--- src/rtl/nrisc_pkg.sv ---
// Shared definitions for the nRisc memory responder.
//   NRISC_ADDR_W  : default address width (RAM depth = 2**NRISC_ADDR_W words)
//   NRISC_DATA_W  : default word width (instruction word = data word)
//   nrisc_state_e : responder mode, ST_LOAD (image loading, core held) or ST_RUN
package nrisc_pkg;

  localparam int unsigned NRISC_ADDR_W = 8;
  localparam int unsigned NRISC_DATA_W = 8;

  typedef enum logic [0:0] {
    ST_LOAD,
    ST_RUN
  } nrisc_state_e;

endpackage

--- src/rtl/nrisc_ram_2r1w.sv ---
// Unified instruction/data RAM: two asynchronous read ports, one synchronous write
// port. Contents are deliberately not reset so a loaded image survives a reset.
// Ports:
//   clk             rising-edge write clock
//   we/waddr/wdata  write port, sampled at posedge clk
//   raddr_a/rdata_a read port A (instruction fetch), combinational
//   raddr_b/rdata_b read port B (data load), combinational
module nrisc_ram_2r1w #(
  parameter int unsigned ADDR_W = 8,
  parameter int unsigned DATA_W = 8
) (
  input  logic              clk,
  input  logic              we,
  input  logic [ADDR_W-1:0] waddr,
  input  logic [DATA_W-1:0] wdata,
  input  logic [ADDR_W-1:0] raddr_a,
  output logic [DATA_W-1:0] rdata_a,
  input  logic [ADDR_W-1:0] raddr_b,
  output logic [DATA_W-1:0] rdata_b
);

  logic [DATA_W-1:0] mem [2**ADDR_W];

  always_ff @(posedge clk) begin
    if (we) begin
      mem[waddr] <= wdata;
    end
  end

  // Reads see the pre-write contents during a write cycle.
  assign rdata_a = mem[raddr_a];
  assign rdata_b = mem[raddr_b];

endmodule

--- src/rtl/nrisc_mem_responder.sv ---
// Responder end of the nRisc memory interface. Holds the unified RAM, answers the
// core's fetch and load/store accesses, and fills RAM from address 0 with a
// valid/ready byte stream while keeping the core stalled.
// Ports:
//   Clock, reset            clock; asynchronous active-high reset
//   InstrAddr -> Instrucao  fetch address / fetched word (0 while loading)
//   DataAddr, WriteData     core data address and store data
//   MemRead, MemWrite       core load / store strobes (ignored while loading)
//   LeDado                  load data (0 unless running and MemRead)
//   load_start              request a (re)load of the program image
//   load_valid/load_data    loader byte stream; load_ready accepts it
//   cpu_hold                core must be held while loading
//   load_count              bytes accepted in the current load
//   conflict                sticky flag: MemRead and MemWrite together while running
module nrisc_mem_responder
  import nrisc_pkg::*;
#(
  parameter int unsigned ADDR_W   = NRISC_ADDR_W,
  parameter int unsigned DATA_W   = NRISC_DATA_W,
  parameter int unsigned LOAD_LEN = 256
) (
  input  logic              Clock,
  input  logic              reset,
  input  logic [ADDR_W-1:0] InstrAddr,
  output logic [DATA_W-1:0] Instrucao,
  input  logic [ADDR_W-1:0] DataAddr,
  input  logic [DATA_W-1:0] WriteData,
  input  logic              MemRead,
  input  logic              MemWrite,
  output logic [DATA_W-1:0] LeDado,
  input  logic              load_start,
  input  logic              load_valid,
  input  logic [DATA_W-1:0] load_data,
  output logic              load_ready,
  output logic              cpu_hold,
  output logic [ADDR_W:0]   load_count,
  output logic              conflict
);

  localparam logic [ADDR_W:0] LAST_IDX = (ADDR_W + 1)'(LOAD_LEN - 1);
  localparam logic [ADDR_W:0] CNT_ONE  = (ADDR_W + 1)'(1);

  nrisc_state_e      state;
  logic              ram_we;
  logic [ADDR_W-1:0] ram_waddr;
  logic [DATA_W-1:0] ram_wdata;
  logic [DATA_W-1:0] ram_rdata_i;
  logic [DATA_W-1:0] ram_rdata_d;
  logic              loading;

  assign loading    = (state == ST_LOAD);
  assign load_ready = loading;
  assign cpu_hold   = loading;

  // Mode, loader counter and conflict flag.
  always_ff @(posedge Clock or posedge reset) begin
    if (reset) begin
      state      <= ST_LOAD;
      load_count <= '0;
      conflict   <= 1'b0;
    end else begin
      unique case (state)
        ST_LOAD: begin
          // A restart wins over a byte offered in the same cycle.
          if (load_start) begin
            load_count <= '0;
          end else if (load_valid) begin
            load_count <= load_count + CNT_ONE;
            if (load_count == LAST_IDX) begin
              state <= ST_RUN;
            end
          end
        end
        ST_RUN: begin
          if (MemRead && MemWrite) begin
            conflict <= 1'b1;
          end
          if (load_start) begin
            state      <= ST_LOAD;
            load_count <= '0;
          end
        end
      endcase
    end
  end

  // The single write port belongs to the loader while loading, to the core otherwise.
  always_comb begin
    ram_we    = 1'b0;
    ram_waddr = DataAddr;
    ram_wdata = WriteData;
    if (loading) begin
      ram_we    = load_valid && !load_start;
      ram_waddr = load_count[ADDR_W-1:0];
      ram_wdata = load_data;
    end else begin
      ram_we    = MemWrite;
    end
  end

  nrisc_ram_2r1w #(
    .ADDR_W (ADDR_W),
    .DATA_W (DATA_W)
  ) u_ram (
    .clk     (Clock),
    .we      (ram_we),
    .waddr   (ram_waddr),
    .wdata   (ram_wdata),
    .raddr_a (InstrAddr),
    .rdata_a (ram_rdata_i),
    .raddr_b (DataAddr),
    .rdata_b (ram_rdata_d)
  );

  assign Instrucao = loading ? '0 : ram_rdata_i;
  assign LeDado    = (!loading && MemRead) ? ram_rdata_d : '0;

endmodule

--- config.mk ---
export PLATFORM = sky130hd
export DESIGN_NAME = nrisc_mem_responder
export DESIGN_NICKNAME = d
export VERILOG_FILES = /design/src/rtl/nrisc_pkg.sv /design/src/rtl/nrisc_ram_2r1w.sv /design/src/rtl/nrisc_mem_responder.sv
export SDC_FILE = /design/constraint.sdc
export NUM_CORES = 2
export LEC_CHECK = 0
export ABC_CLOCK_PERIOD_IN_PS = 7330
export CORE_MARGIN = 2
export CORE_UTILIZATION = 30
export CTS_CLUSTER_DIAMETER = 120
export DETAILED_ROUTE_END_ITERATION = 7
export DONT_BUFFER_PORTS = 1
export GPL_TIMING_DRIVEN = 0
export PLACE_DENSITY = 0.51
export SETUP_SLACK_MARGIN = 0.5
export SKIP_LAST_GASP = 1
export SYNTH_ARGS = -nofsm -noshare
export SYNTH_HDL_FRONTEND = slang
export SYNTH_HIERARCHICAL = 1
export SYNTH_SLANG_ARGS = --single-unit
export TNS_END_PERCENT = 50
--- constraint.sdc ---
create_clock -name Clock -period 7.33 [get_ports Clock]
set_clock_uncertainty 0.15 [all_clocks]
set_input_delay 0.733 -clock Clock [delete_from_list [all_inputs] [get_ports Clock]]
set_output_delay 0.733 -clock Clock [all_outputs]
set_load 0.005 [all_outputs]
# Yosys cells after proc, flatten, opt, wreduce, memory -nomap -nowiden
# Memories as Yosys holds them, arrays and structs flattened.
# Index checks and enable logic that the tools add are counted.
[word_totals] regBits=11 mem_bits_rw=2048 inputBits=38 out_inout_bits=28 mem_count=1 wordCells=31
[classes] n_bitwise=1 n_reduce_logical=6 n_mux=16 eq_ne=3 n_addsub=1
[memory_table] memory="u_ram.mem" words=256 word_bits=8 read_ports=2 rd_ports_with_merged_regs=0 write_ports=1 line_no="nrisc_ram_2r1w.sv:22" text="logic [DATA_W-1:0] mem [2**ADDR_W];"
[op_table] operator="2-to-1 mux 8 bit" n=4
[op_table] operator="2-to-1 mux 9 bit" n=3
[op_table] operator="one-hot mux 9 bit (2 select lines)" n=1
[op_table] operator="adder 9 x 1 -> 9 bit (second input constant)" n=1
[op_table] operator="equality test 9 x 8 -> 1 bit (second input constant)" n=1
[op_table] operator="2-to-1 mux 1 bit" n=7
[op_table] operator="AND reduction 2 bit" n=2
[op_table] operator="logical AND 1 bit" n=3
[op_table] operator="!= test 3 bit (second input constant)" n=1
[op_table] operator="!= test 2 bit (second input constant)" n=1
[op_table] operator="one-hot mux 1 bit (2 select lines)" n=1
[op_table] operator="logical NOT 1 bit" n=1
[op_table] operator="inverter 1 bit" n=1

# Longest topological paths before layout
[logic_depth] word_depth=5 ltp_mapped=13 mapped_depth_nobuf=7

# Cells and area by module
# The synthesis kept the hierarchy.
[by_module_without_submodules] module="nrisc_ram_2r1w" cells_each=4831 area_per_inst_um2=96652.7 seq_area_each_um2=61499.0 instances=1
[by_module_without_submodules] module="nrisc_mem_responder" cells_each=95 area_per_inst_um2=853.3 seq_area_each_um2=275.3 instances=1

# Least setup slack after synthesis
# Ideal clock, no wire load.
[synth_timing] kind="input-to-output" startpoint="input DataAddr[0]" endpoint="output LeDado[0]" required_ns=6.447 setup_slack_ns=3.610 stages=10 path_buffers=3 arrival_time_ns=2.837 path_cell_list="buf_4 buf_6 buf_2 mux4_2 mux4_2 nand2_1 a21oi_1 a21oi_1 a221oi_2 and3_1"
[synth_via] elab_chain_cells=2
[synth_lines] element="start: declaration" line_no="nrisc_mem_responder.sv:26" text="input logic [ADDR_W-1:0] DataAddr,"
[synth_lines] element="memory (256 x 8 bit)"
[synth_lines] element="named net ram_rdata_d[0]" line_no="nrisc_mem_responder.sv:48" text="logic [DATA_W-1:0] ram_rdata_d;"
[synth_lines] element="2-to-1 mux 8 bit" line_no="nrisc_mem_responder.sv:116" text="assign LeDado = (!loading && MemRead) ? ram_rdata_d : '0;"
[synth_lines] element="end: declaration" line_no="nrisc_mem_responder.sv:30" text="output logic [DATA_W-1:0] LeDado,"
# The timed path passes the listed nets, and every way through them passes these cells.

# Final worst setup path
[layout_timing] startpoint="input InstrAddr[1]" endpoint="output Instrucao[1]"
[layout_via] elab_chain_cells=2
[layout_lines] element="start: declaration" line_no="nrisc_mem_responder.sv:24" text="input logic [ADDR_W-1:0] InstrAddr,"
[layout_lines] element="memory (256 x 8 bit)"
[layout_lines] element="named net ram_rdata_i[1]" line_no="nrisc_mem_responder.sv:47" text="logic [DATA_W-1:0] ram_rdata_i;"
[layout_lines] element="2-to-1 mux 8 bit" line_no="nrisc_mem_responder.sv:115" text="assign Instrucao = loading ? '0 : ram_rdata_i;"
[layout_lines] element="end: declaration" line_no="nrisc_mem_responder.sv:25" text="output logic [DATA_W-1:0] Instrucao,"
# The timed path passes the listed nets, and every way through them passes these cells.

==> flow_metrics.tcl <==
set metrics [dict create \
    hold_depth 2 \
    crit_type "in2out" \
    routabilityCongestion 1.06 \
    seq_area_frac_synth 0.634 \
    yosys_warnings 6 \
    startpoint_type "input port" \
    row_count 209 \
    holdCritPathClass "in2reg" \
    combPwrFrac 0.113 \
    switchingPower_uw 7370 \
    status "finished, violations left" \
    grt_usage 0.310 \
    r2r-end "u_ram/mem[186][1]" \
    cts.htree.levels 4 \
    ys_types 69 \
    crit_arrival_ns 6.52 \
    ys.flop_type "edfxtp_1" \
    timing.rr.start "state" \
    irDropWorstVdd_uv 204 \
    switching_share 0.265 \
    drive_gt1_frac 0.344 \
    ff2ff_setup_slack_ns 0.09 \
    violations "capacitance limit, slew limit, setup timing" \
    grt_pass1_vias 59800 \
    post-cts-setup-buffers 0 \
    cts_num_sinks 2059 \
    vias 64500 \
    grt_pass1_wl_um 653000 \
    critPathMaxStageDelay_ns 0.87 \
    setup_violations 2 \
    cellPowerDensity_nw_per_um2 248 \
    synth_top_area_share 0.631 \
    clock.fmax_mhz 135 \
    antenna_found_initial 63 \
    holdWs_ns 0.0588 \
    post_drt_wl_per_cell_um 53.4 \
    fp.dieH_um 574 \
    core-area_um2 324000 \
    leakage_uw 0.0347 \
    cpMostUsedCell "buf_2" \
    syn_area_um2 97500 \
    min_period_ns 7.40 \
    power.internal_uw 20500 \
    drt-initial-drc-count 12900 \
    yosysMostFrequentCell "edfxtp_1" \
    hp-start "load_start" \
    grt_overflow 0 \
    synthCells 4926 \
    drv_cap 13 \
    initial_core_util 0.301 \
    synth_seq_cells 2059 \
    final_nets 5262 \
    fin_area_um2 112000 \
    yosys.area.top_type "edfxtp_1" \
    postRouteAntennaNets 0 \
    worstSkewPairLatency_ns 0.90 \
    rsz0062_at_grt "yes" \
    cp_slowest_cell "buf_2" \
    slew_viol_final 87 \
    dp_hpwl_um 372000 \
    cts_root_buf "clkbuf_16" \
    syn_to_final_growth_pct 15.0 \
    hold_end "load_count[2]" \
    fin_ws_ns -0.0733 \
    synthArstFlopShare 0.00534 \
    grt_max_degree 137 \
    clock_power_share 0.421 \
    die_area_um2 330000 \
    finalSetupTns_ns -0.109 \
    top_level_ports 66 \
    worstMarginPinSlew_ns 1.68 \
    cts_buffer_depth 4 \
    synthTopCellsByArea "edfxtp_1 63%, mux4_2 24%, mux2i_1 2.4%" \
    wl_um 522000 \
    fin_crit_sh 1.01 \
    dp.cells 9306 \
    fin_cells 9780 \
    die_w_um 574 \
    fillers 30500 \
    viasPerCell 6.60 \
    power_frac_seq 0.466 \
    r2r_cells 9 \
    worstPathRequired_ns 6.45 \
    path_cells "buf_2, buf_2, buf_2, buf_4, mux4_2, o22ai_1, nor3_2, a211oi_1, a211oi_2, and2_1" \
    maxSlewHeadroom -0.131 \
    portBuffers 0 \
    cts_tree "done" \
    synthTopCellsByCount "2048 x edfxtp_1, 1051 x mux4_2, 303 x nor2_1, 237 x mux2i_1, 140 x clkbuf_1" \
    clk_pin_slew_ns 0.06 \
    cp_max_fo 11 \
    firstDrtPassIters 7 \
    placed_area_um2 104000 \
    syn_nets 4966 \
    numCtsBuffers 233 \
    cp-end-kind "output port" \
    synth-edff-count 2048 \
    fin_util 0.346 \
    synth_area_per_cell_um2 19.8 \
    hold_viol_final 0 \
    drc 0 \
]
[area by class of cell]
cell class	instances	area, µm²	share of cell area
clock buffer	271	5970	0.0533
antenna	49	123	0.00109
multi-input combinational	2455	33400	0.298
inverter	10	37.5	0.000335
timing repair buffer	61	1220	0.0109
clock inverter	148	1420	0.0127
sequential	2059	61800	0.551
tap	4325	5410	0.0483
buffer	402	2770	0.0247
[metrics by stage]
step	worst slack, ns	power [µW]
CTS	0.170	27700
finish	-0.0733	27800
floorplan	3.61	14600
detailed placement	-0.755	16200
global route	0.467	28200
global placement	-1.12	16200
[how the worst max path moves through the flow]
stage | startpoint | end | depth (start not counted)
after floorplan | DataAddr[0] | LeDado[0] | 10
after global placement | InstrAddr[2] | Instrucao[3] | 10
after detailed placement | InstrAddr[1] | Instrucao[0] | 10
after CTS | InstrAddr[1] | Instrucao[1] | 10
after global routing | InstrAddr[1] | Instrucao[4] | 10
final | InstrAddr[1] | Instrucao[1] | 10
[cell families (layout without fill, tap and decap cells)]
logic type,Yosys count,in the layout,share of synthesized area
adder cells (fa/ha/maj),2,2,0.000257
buffers and inverters,412,892,0.0277
flip-flops,2059,2059,0.634
AO/OA/AOI/OAI,481,481,0.0361
AND/OR/NAND/NOR,629,629,0.0290
multiplexers,1341,1341,0.273
XOR/XNOR,2,2,0.000180
other,0,49,0
[worst max-delay path, delay by kind of cell]
family	cells	cell delay, ns
AO/OA/AOI/OAI	3	1.26
buffers and inverters	4	2.88
AND/OR/NAND/NOR	2	1.11
multiplexers	1	0.35
[registers in the layout, summed over array words and instances, names as in the netlist]
name	count
load_count	9
state	1
conflict	1
u_ram/mem	2048
[routing by layer]
metal / wire length [µm] / vias up / global-route usage / part of all wire
met5: 228 / - / 0 / 0.00044
met4: 45000 / 26 / 0.226 / 0.086
met3: 66900 / 1323 / 0.109 / 0.13
met2: 222000 / 5665 / 0.443 / 0.42
met1: 189000 / 35500 / 0.387 / 0.36
li1: - / 22000 / - / -
[placed cells by master, fill, tap and decap left out, drive strengths merged, types with 5 or more instances in the layout]
cell type / instances
o31ai: 13
and3: 13
o221ai: 67
dfrtp: 11
a21oi: 86
o21bai: 5
nor4: 7
nand3b: 7
inv: 13
clkbuf: 413
nand2: 118
or2: 7
a211o: 6
a2bb2oi: 9
a221o: 10
clkinv: 116
nor3b: 7
bufinv: 23
nand2b: 12
a211oi: 28
o211ai: 13
a221oi: 37
and3b: 5
buf: 317
a22oi: 62
nor2: 304
nand3: 55
nor2b: 27
nor3: 21
mux2: 53
o21ai: 42
edfxtp: 2048
a22o: 22
o22ai: 48
nand4: 14
diode: 49
and2: 20
mux4: 1051
mux2i: 237
clkinvlp: 6
[power by group through the flow]
stage          Sequential (µW)  Clock [µW]  Combinational [µW]
2_1_floorplan            13200           0                1350
3_3_place_gp             13300           0                2900
3_5_place_dp             13200           0                2970
4_1_cts                  13000       11800                2990
5_1_grt                  13000       12200                3040
6_report                 13000       11700                3150
[repair_timing]
action,CTS,global route
hold buffers,4,0
endpoints found under the setup margin,8,11
resized for setup,22,5
endpoints found under the hold margin,17,0
Note: power is estimated with default switching activity, not from simulation.
